## config.mk

```make
export PLATFORM = sky130hd
export DESIGN_NAME = fp_mul_norm_round
export DESIGN_NICKNAME = d
export VERILOG_FILES = /design/src/rtl/fp_mul_norm_round_pkg.sv /design/src/rtl/fp_mul_norm_round_round_inc.sv /design/src/rtl/fp_mul_norm_round.sv
export SDC_FILE = /design/constraint.sdc
export NUM_CORES = 1
export LEC_CHECK = 0
export CAP_MARGIN = 10
export CORE_MARGIN = 10
export CORE_UTILIZATION = 30
export DETAILED_ROUTE_END_ITERATION = 16
export PLACE_DENSITY = 0.58
export SETUP_SLACK_MARGIN = 0.3
export SKIP_LAST_GASP = 1
export SLEW_MARGIN = 40
export SYNTH_ARGS = -nofsm -noshare
export SYNTH_HDL_FRONTEND = slang
export SYNTH_SLANG_ARGS = --single-unit
```

## constraint.sdc

```tcl
create_clock -name in_clk -period 4.3 [get_ports in_clk]
set_input_delay 0.86 -clock in_clk [delete_from_list [all_inputs] [get_ports in_clk]]
set_output_delay 0.86 -clock in_clk [all_outputs]
set_load 0.03 [all_outputs]
```

## src/rtl/fp_mul_norm_round_pkg.sv

```systemverilog
// Shared binary32 constants, rounding modes and flag indices.
// Used by the FP multiplier back end and reusable FP helpers.
package fp_mul_norm_round_pkg;

  typedef enum logic [2:0] {
    RM_RNE = 3'b000,
    RM_RTZ = 3'b001,
    RM_RDN = 3'b010,
    RM_RUP = 3'b011,
    RM_RMM = 3'b100
  } rm_e;

  typedef enum logic [1:0] {
    SPECIAL_NORM = 2'b00,
    SPECIAL_ZERO = 2'b01,
    SPECIAL_INF  = 2'b10,
    SPECIAL_NAN  = 2'b11
  } special_e;

  localparam int FLAG_NV = 4;
  localparam int FLAG_DZ = 3;
  localparam int FLAG_OF = 2;
  localparam int FLAG_UF = 1;
  localparam int FLAG_NX = 0;

  localparam logic [31:0] F32_QNAN   = 32'h7FC0_0000;
  localparam logic [31:0] F32_MAXFIN = 32'h7F7F_FFFF;
  localparam logic [31:0] F32_INF    = 32'h7F80_0000;

  typedef struct packed {
    logic        sign;
    rm_e         rm;
    special_e    special;
    logic        nv;
    logic [22:0] m;
    logic        g;
    logic        s;
  } s1_t;

  // Reserved encodings fall back to round-to-nearest-even.
  function automatic rm_e rm_decode(
    input logic [2:0] rm
  );
    rm_e r;
    r = RM_RNE;
    if (rm <= 3'd4) r = rm_e'(rm);
    return r;
  endfunction

endpackage

```

## src/rtl/fp_mul_norm_round_round_inc.sv

```systemverilog
// Rounding increment decision from sign, mode, lsb, guard and sticky.
// Shared between the FP multiplier and adder back ends.
module fp_round_inc
  import fp_mul_norm_round_pkg::*;
(
  input  logic       i_sign,
  input  logic [2:0] i_rm,
  input  logic       i_lsb,
  input  logic       i_g,
  input  logic       i_s,
  output logic       o_inc
);

  logic w_inexact;

  assign w_inexact = i_g | i_s;

  always_comb begin
    o_inc = i_g & (i_s | i_lsb);
    case (i_rm)
      RM_RTZ:  o_inc = 1'b0;
      RM_RDN:  o_inc = i_sign & w_inexact;
      RM_RUP:  o_inc = ~i_sign & w_inexact;
      RM_RMM:  o_inc = i_g;
      default: o_inc = i_g & (i_s | i_lsb);
    endcase
  end

endmodule

```

## src/rtl/fp_mul_norm_round.sv

```systemverilog
// Post-multiply normalize (S1) and round/pack (S2) for binary32.
// Two-stage valid/ready pipeline with flush and fflags output.
module fp_mul_norm_round
  import fp_mul_norm_round_pkg::*;
#(
  parameter int EXP_W   = 10,
  parameter int FLAGS_W = 5
) (
  input  logic                    in_clk,
  input  logic                    in_rst_n,
  input  logic                    in_flush,
  input  logic                    in_valid,
  output logic                    out_ready_up,
  input  logic [47:0]             in_product,
  input  logic                    in_sign,
  input  logic signed [EXP_W-1:0] in_exp_sum,
  input  logic [1:0]              in_special,
  input  logic                    in_invalid,
  input  logic [2:0]              in_rm,
  output logic                    out_valid,
  input  logic                    in_ready,
  output logic [31:0]             out_result,
  output logic [FLAGS_W-1:0]      out_fflags
);

  logic                  r_s1_v;
  s1_t                   r_s1;
  logic signed [EXP_W:0] r_s1_e;
  logic                  r_s2_v;
  logic [31:0]           r_result;
  logic [FLAGS_W-1:0]    r_fflags;

  logic                  w_s2_can_take;
  logic                  w_ready_up;
  logic                  w_s1_load;
  logic                  w_s2_load;
  s1_t                   w_s1_next;
  logic signed [EXP_W:0] w_s1_e_next;

  logic                  w_inc;
  logic [23:0]           w_sum;
  logic                  w_carry;
  logic [22:0]           w_frac;
  logic signed [EXP_W:0] w_e_rnd;
  int                    w_e_int;
  logic [31:0]           w_result;
  logic [FLAGS_W-1:0]    w_flags;

  assign w_s2_can_take = ~r_s2_v | in_ready;
  assign w_ready_up    = ~r_s1_v | w_s2_can_take;
  assign w_s1_load     = in_valid & w_ready_up & ~in_flush;
  assign w_s2_load     = r_s1_v & w_s2_can_take & ~in_flush;

  assign out_ready_up = w_ready_up;
  assign out_valid    = r_s2_v;
  assign out_result   = r_result;
  assign out_fflags   = r_fflags;

  // S1: align the product so the hidden bit is dropped.
  always_comb begin
    w_s1_next         = '0;
    w_s1_next.sign    = in_sign;
    w_s1_next.rm      = rm_decode(in_rm);
    w_s1_next.nv      = in_invalid;
    w_s1_next.special = special_e'(in_special);
    if (in_special == SPECIAL_NORM && in_product == 48'd0)
      w_s1_next.special = SPECIAL_ZERO;
    if (in_product[47]) begin
      w_s1_next.m = in_product[46:24];
      w_s1_next.g = in_product[23];
      w_s1_next.s = |in_product[22:0];
    end else begin
      w_s1_next.m = in_product[45:23];
      w_s1_next.g = in_product[22];
      w_s1_next.s = |in_product[21:0];
    end
  end

  assign w_s1_e_next = {in_exp_sum[EXP_W-1], in_exp_sum}
                     + {{EXP_W{1'b0}}, in_product[47]};

  // S2: round, then classify the rounded exponent.
  fp_round_inc u_round_inc (
    .i_sign (r_s1.sign),
    .i_rm   (r_s1.rm),
    .i_lsb  (r_s1.m[0]),
    .i_g    (r_s1.g),
    .i_s    (r_s1.s),
    .o_inc  (w_inc)
  );

  assign w_sum   = {1'b0, r_s1.m} + {23'd0, w_inc};
  assign w_carry = w_sum[23];
  assign w_frac  = w_sum[22:0];
  assign w_e_rnd = r_s1_e + {{EXP_W{1'b0}}, w_carry};
  assign w_e_int = int'(w_e_rnd);

  always_comb begin
    w_result          = {r_s1.sign, w_e_rnd[7:0], w_frac};
    w_flags           = '0;
    w_flags[FLAG_NV]  = r_s1.nv;
    w_flags[FLAG_NX]  = r_s1.g | r_s1.s;
    if (r_s1.special != SPECIAL_NORM) begin
      w_flags          = '0;
      w_flags[FLAG_NV] = r_s1.nv;
      case (r_s1.special)
        SPECIAL_ZERO: w_result = {r_s1.sign, 31'd0};
        SPECIAL_INF:  w_result = {r_s1.sign, F32_INF[30:0]};
        default:      w_result = F32_QNAN;
      endcase
    end else if (w_e_int >= 255) begin
      w_flags[FLAG_OF] = 1'b1;
      w_flags[FLAG_NX] = 1'b1;
      case (r_s1.rm)
        RM_RTZ:
          w_result = {r_s1.sign, F32_MAXFIN[30:0]};
        RM_RDN:
          w_result = r_s1.sign ? {1'b1, F32_INF[30:0]}
                               : F32_MAXFIN;
        RM_RUP:
          w_result = r_s1.sign ? {1'b1, F32_MAXFIN[30:0]}
                               : F32_INF;
        default:
          w_result = {r_s1.sign, F32_INF[30:0]};
      endcase
    end else if (w_e_int <= 0) begin
      // No subnormal output: tiny results collapse to signed zero.
      w_result         = {r_s1.sign, 31'd0};
      w_flags[FLAG_UF] = 1'b1;
      w_flags[FLAG_NX] = 1'b1;
    end
  end

  always_ff @(posedge in_clk or negedge in_rst_n) begin
    if (!in_rst_n) begin
      r_s1_v <= 1'b0;
      r_s2_v <= 1'b0;
    end else if (in_flush) begin
      r_s1_v <= 1'b0;
      r_s2_v <= 1'b0;
    end else begin
      if (w_s2_can_take) r_s2_v <= r_s1_v;
      if (w_ready_up)    r_s1_v <= in_valid;
    end
  end

  always_ff @(posedge in_clk or negedge in_rst_n) begin
    if (!in_rst_n) begin
      r_s1     <= '0;
      r_s1_e   <= '0;
      r_result <= '0;
      r_fflags <= '0;
    end else begin
      if (w_s1_load) begin
        r_s1   <= w_s1_next;
        r_s1_e <= w_s1_e_next;
      end
      if (w_s2_load) begin
        r_result <= w_result;
        r_fflags <= w_flags;
      end
    end
  end

endmodule

```

# Word level (Yosys, flattened, before mapping)
# Cells that the tools add are included.
dict set report totals {
  regBits 81
  latchBits 0
  ramBits 0
  rom_bits 0
  memories 0
}
dict set report classes {
  add_sub_neg 3
  mul 0
  n_div 0
  order_cmp 3
  eq_ne 6
  shift 0
  n_mux 20
  bitwise 15
  n_reduce_logical 8
}
# operator n
set ops {}
lappend ops {{$mux W32} 4}
lappend ops {{$pmux W32 S3} 1}
lappend ops {{$pmux W32 S2} 1}
lappend ops {{$logic_not A48 Y1} 1}
lappend ops {{$mux W31} 1}
lappend ops {{$mux W25} 1}
lappend ops {{$add A23 B1 Y24} 1}
lappend ops {{$reduce_or A23 Y1} 1}
lappend ops {{$reduce_or A22 Y1} 1}
lappend ops {{$add A10 B2 Y11} 1}
lappend ops {{$add A11 B1 Y11} 1}
lappend ops {{$ge A11 B9 Y1 const B} 1}
lappend ops {{$le A11 B1 Y1 const B} 1}
lappend ops {{$and A1 B1 Y1} 7}
lappend ops {{$mux W1} 7}
lappend ops {{$eq A3 B2 Y1 const B} 2}
lappend ops {{$mux W3} 2}
lappend ops {{$reduce_bool A2 Y1} 3}
lappend ops {{$mux W2} 2}
lappend ops {{$not A1 Y1} 4}
lappend ops {{$or A1 B1 Y1} 4}
lappend ops {{$pmux W1 S4} 1}
lappend ops {{$eq A3 B1 Y1 const B} 1}
lappend ops {{$eq A3 B3 Y1 const B} 1}
lappend ops {{5 further kinds} 5}

# Depth between registers and ports, before layout
dict set report depth {
  ltp_word 9
  depth_mapped 17
  mapped_depth_nobuf 15
}

# Hierarchy
# From an unflattened synthesis, not the netlist that was laid out.
dict set report unflattened {
  cells_unflattened 469
  area_unflattened_um2 4561.9
}
# module n_inst cells_per_inst area_per_inst_um2 seq_area_each_um2
set by_module_without_submodules {}
lappend by_module_without_submodules {fp_mul_norm_round 1 462 4506.8 2026.9}
lappend by_module_without_submodules {fp_round_inc 1 7 55.1 0.0}

# Worst setup path after synthesis
# Ideal clock, no wire load.
dict set report synth_timing {
  path_kind {register -> register}
  from {register r_s1[29] (netlist bit)}
  to {register r_result[17] (netlist: out_result[17])}
  setup_time_ns 0.136
  arrival_time_ns 3.438
  required_time_ns 4.164
  path_slack_ns 0.726
  path_stages_with_launch 17
  n_path_buf 1
  synth_period_minus_slack_ns 3.574
  path_cell_list {dfrtp_1 > nor2b_1 > and2_1 > ha_1 > o211ai_1 > o21ai_0 > ha_1 > nand3_1 > nor3_1 > ha_1 > ha_1 > nand4_1 > a2bb2o_2 > mux2i_2 > o41ai_4 > buf_6 > o311ai_2}
}
dict set report synth_between {
  elab_chain_cells 8
  word_cells_on_any_way 13
}
# element line
set synth_rtl {}
lappend synth_rtl {{start, declared} fp_mul_norm_round.sv:27} ;# s1_t r_s1;
lappend synth_rtl {{start signal, assigned} fp_mul_norm_round.sv:155} ;# r_s1 <= w_s1_next;
lappend synth_rtl {{$eq A3 B3 Y1 (tied with other cells)} fp_mul_norm_round_round_inc.sv:20} ;# case (i_rm)
lappend synth_rtl {{$pmux W1 S4} fp_mul_norm_round_round_inc.sv:20}
lappend synth_rtl {{$add A23 B1 Y24} fp_mul_norm_round.sv:92} ;# assign w_sum = {1'b0, r_s1.m} + {23'd0, w_inc};
lappend synth_rtl {{$add A11 B1 Y11} fp_mul_norm_round.sv:95} ;# assign w_e_rnd = r_s1_e + {{EXP_W{1'b0}}, w_carry};
lappend synth_rtl {{$le A11 B1 Y1} fp_mul_norm_round.sv:126} ;# end else if (w_e_int <= 0) begin
lappend synth_rtl {{$mux W31} fp_mul_norm_round.sv:126}
lappend synth_rtl {{$mux W32 *} fp_mul_norm_round.sv:111} ;# end else if (w_e_int >= 255) begin
lappend synth_rtl {{$mux W32 *} fp_mul_norm_round.sv:103} ;# if (r_s1.special != SPECIAL_NORM) begin
lappend synth_rtl {{end signal, assigned} fp_mul_norm_round.sv:159} ;# r_result <= w_result;
lappend synth_rtl {{end, declared} fp_mul_norm_round.sv:30} ;# logic [31:0] r_result;
# Every way passes the cells marked *; elsewhere a longest branch is shown, timed or not.
# A chain may end at the register's enable or synchronous reset.

# Worst setup path after layout
dict set report layout_timing {
  from {register r_s1[29] (netlist bit)}
  to {register r_result[23] (netlist: out_result[23])}
}
# Same word-level chain as after synthesis.

==> impl_metrics.tcl <==
set metrics [dict create \
    drt_iter0_drc 311 \
    core_area_sq_um 15800 \
    wl_met3_um 738 \
    cts.sinks 81 \
    vias 3968 \
    syn_avg_cell_area_sq_um 9.86 \
    tns_ns 0 \
    hold_viol_final 0 \
    synth_area_sq_um 4830 \
    holdBufCountCts 0 \
    slew_violations 0 \
    multi_input_area_sq_um 2630 \
    grt_pass1_wl_um 21500 \
    row_count 46 \
    ir_drop_uv 199 \
    syn_inst 490 \
    synth_area_leader_cell "dfrtp_1" \
    areaGrowthSynthToFinish_pct 33.3 \
    place_ws_ns 0.428 \
    cp_max_fo 7 \
    wirelength_um 13500 \
    critical_path_class "register to register" \
    finalNetCount 666 \
    groute.usage.overall_pct 12.3 \
    synth_edf_count 0 \
    grt_pass1_vias 4110 \
    top_layer "met4" \
    cts_max_path_buffers 2 \
    cp.arrival_ns 3.95 \
    initial_utilization_pct 30.5 \
    max_slew_margin_pct 49.8 \
    io_pins 109 \
    yosysSeqAreaShare_pct 41.9 \
    cts_buffers 9 \
    pwr_density_cell_nw_per_um2 389 \
    worstSetupStartpointType "register" \
    finalCritPeriodShare_pct 86.6 \
    synth_flop_cell "dfrtp_1" \
    outcome "completed" \
    drt_first_pass_iters 4 \
    grt_max_degree 82 \
    wl_per_cell_um 16.7 \
    crit_path_end_kind "register" \
    fin_skew_ns 0.00662 \
    rsz0062_at_grt "false" \
    portBuffers 107 \
    post-dp-hpwl_um 10600 \
    fp.dieArea_sq_um 21600 \
    ctsHtreeMaxLevel 3 \
    async_flop_share_pct 100 \
    via_per_inst 4.92 \
    cts_tree "yes" \
    yosys.cell_types.count 63 \
    clk_latency_ns 0.34 \
    die_h_um 147 \
    cts_root_buf "clkbuf_16" \
    grt-ovfl-total 0 \
    worstHoldPathType "register to register" \
    post-route-min-period_ns 3.72 \
    drc 0 \
    ant_nets 0 \
    tightest_slew_ns 0.753 \
    drv_cap 0 \
    gp_congestion 0.846 \
    setup_viol 0 \
    die_w_um 147 \
    dr_wl_met2_um 5920 \
    n_antenna_cell 0 \
    crit_required_ns 4.52 \
    ys_seq_elements 81 \
    setup_slack_ns 0.577 \
    antenna_found_initial 0 \
    wl_met1_um 6630 \
    fmax_mhz 269 \
    clk_pin_slew_ns 0.06 \
    synthTopCellsByArea "dfrtp_1, nand2_1, o311ai_2, mux2i_1, o21ai_0" \
    regArea_sq_um 2030 \
    leakage_uw 0.00256 \
    synth_fp_nets 570 \
    drive_gt1_share_pct 12.0 \
    synth.top_cell.area_share_pct 41.9 \
    fillCellCount 1554 \
    synth_warnings 0 \
]
[final timing paths]
path                                       from                         end  slack (ns)  depth (start not counted)
max                        r_s1[29]$_DFFE_PN0P_  out_result[23]$_DFFE_PN0P_        0.58                         17
min                        r_s1[25]$_DFFE_PN0P_   out_fflags[4]$_DFFE_PN0P_        0.47                          2
max reg2reg                r_s1[29]$_DFFE_PN0P_  out_result[23]$_DFFE_PN0P_        0.58                         17
min reg2reg                r_s1[25]$_DFFE_PN0P_   out_fflags[4]$_DFFE_PN0P_        0.47                          2
max in group asynchronous              in_rst_n        r_s1[30]$_DFFE_PN0P_        3.19                          1
min in group asynchronous              in_rst_n       r_s1_e[4]$_DFFE_PN0P_        0.55                          1
[cells in the mapped netlist (3+ instances only)]
cell type and instances:
inv_1 7, nor4_1 14, clkbuf_1 18, buf_4 3
mux2i_1 26, o21ai_0 43, nor2b_1 3, and2_1 3
ha_1 10, o21ai_1 8, nand4_1 12, a22oi_1 6
a21oi_1 9, nor3_1 7, buf_6 8, o211ai_1 3
nand2_1 79, dfrtp_1 81, mux2_2 5, and4_1 6
nand3_1 20, o311ai_2 18, a211oi_1 3, nor2_1 20
xnor2_1 16, xor2_1 17, and3_1 3
[flip-flops by register name, indices dropped and copies added (netlist names)]
name and count:
out_fflags 4, out_valid 1, r_s1_v 1, r_s1_e 11, r_s1 32, out_result 32
[worst max-delay path: stages (launching register included)]
cell and delay, ns:
dfrtp_1 0.40, nor2b_1 0.17, and2_1 0.16, ha_1 0.26, o211ai_1 0.07, o21ai_0 0.09
ha_2 0.23, nand3_1 0.12, nor3_2 0.19, ha_2 0.24, ha_1 0.17, buf_4 0.14
nand3_1 0.10, a2111o_1 0.35, a32o_1 0.28, buf_4 0.19, mux2i_1 0.12, a221o_1 0.33
[logic make-up after synthesis]
| kind of cell | Yosys count | share of synthesized area, % |
|---|---|---|
| adders and majority gates | 10 | 2.59 |
| and+or+nand+nor | 181 | 18.9 |
| other | 1 | 0.0776 |
| xor gates and xnor gates | 34 | 6.32 |
| DFF | 81 | 41.9 |
| buffers and inverters | 39 | 4.53 |
| AOI/OAI and AO/OA | 112 | 18.9 |
| muxes | 32 | 6.84 |
[repair_timing]
action	in CTS	in global routing
buffers inserted	0	2
endpoints found under the setup margin	0	31
gates resized for setup	0	7
[power breakdown]
part           total, uW  internal, uW  switching [uW]
Clock                823           512             311
Sequential          1000           874             126
Combinational        683           304             380
Total               2510          1690             816
[layer usage]
metal  up-vias  track usage [%]
met5         -                0
met4         0             4.66
met3        11             3.10
met2        90             18.2
met1      1879             16.7
li1       1988                -
[cells in the final DEF (no fill, tap or decap), drive strengths merged, types with 4 or more instances in the layout]
cell and count:
clkdlybuf4s50 106, dfrtp 81, nand2 79, o21ai 51
mux2i 27, nand3 22, nor2 20, o311ai 19
xor2 17, xnor2 17, nor4 14, nand4 13
buf 11, clkbuf 10, ha 10, a21oi 9
inv 9, and4 7, nor3 7, a22oi 6
mux2 5, o211ai 5, and2 4
[cell type report]
| class | instances | area share (%) |
|---|---|---|
| multi-input cells | 370 | 40.8 |
| clock buffers | 10 | 3.55 |
| repair buffers | 117 | 18.2 |
| well taps | 216 | 4.20 |
| clock inverters | 6 | 1.40 |
| inverters | 7 | 0.408 |
| flip-flops and latches | 81 | 31.5 |
[per-stage QoR]
stage               power [uW]  instance area, sq um  utilization [%]  hold slack (ns)  cells
global route              2630                  6440             40.7            0.518    807
detailed placement        1690                  6070             38.4            0.463    789
global placement          1670                  6070             38.3            0.446    789
CTS                       2520                  6390             40.4            0.478    805
finish                    2510                  6440             40.7            0.471    807
floorplan                 1380                  4830                -            0.433    490
(Power assumes the default switching activity.)
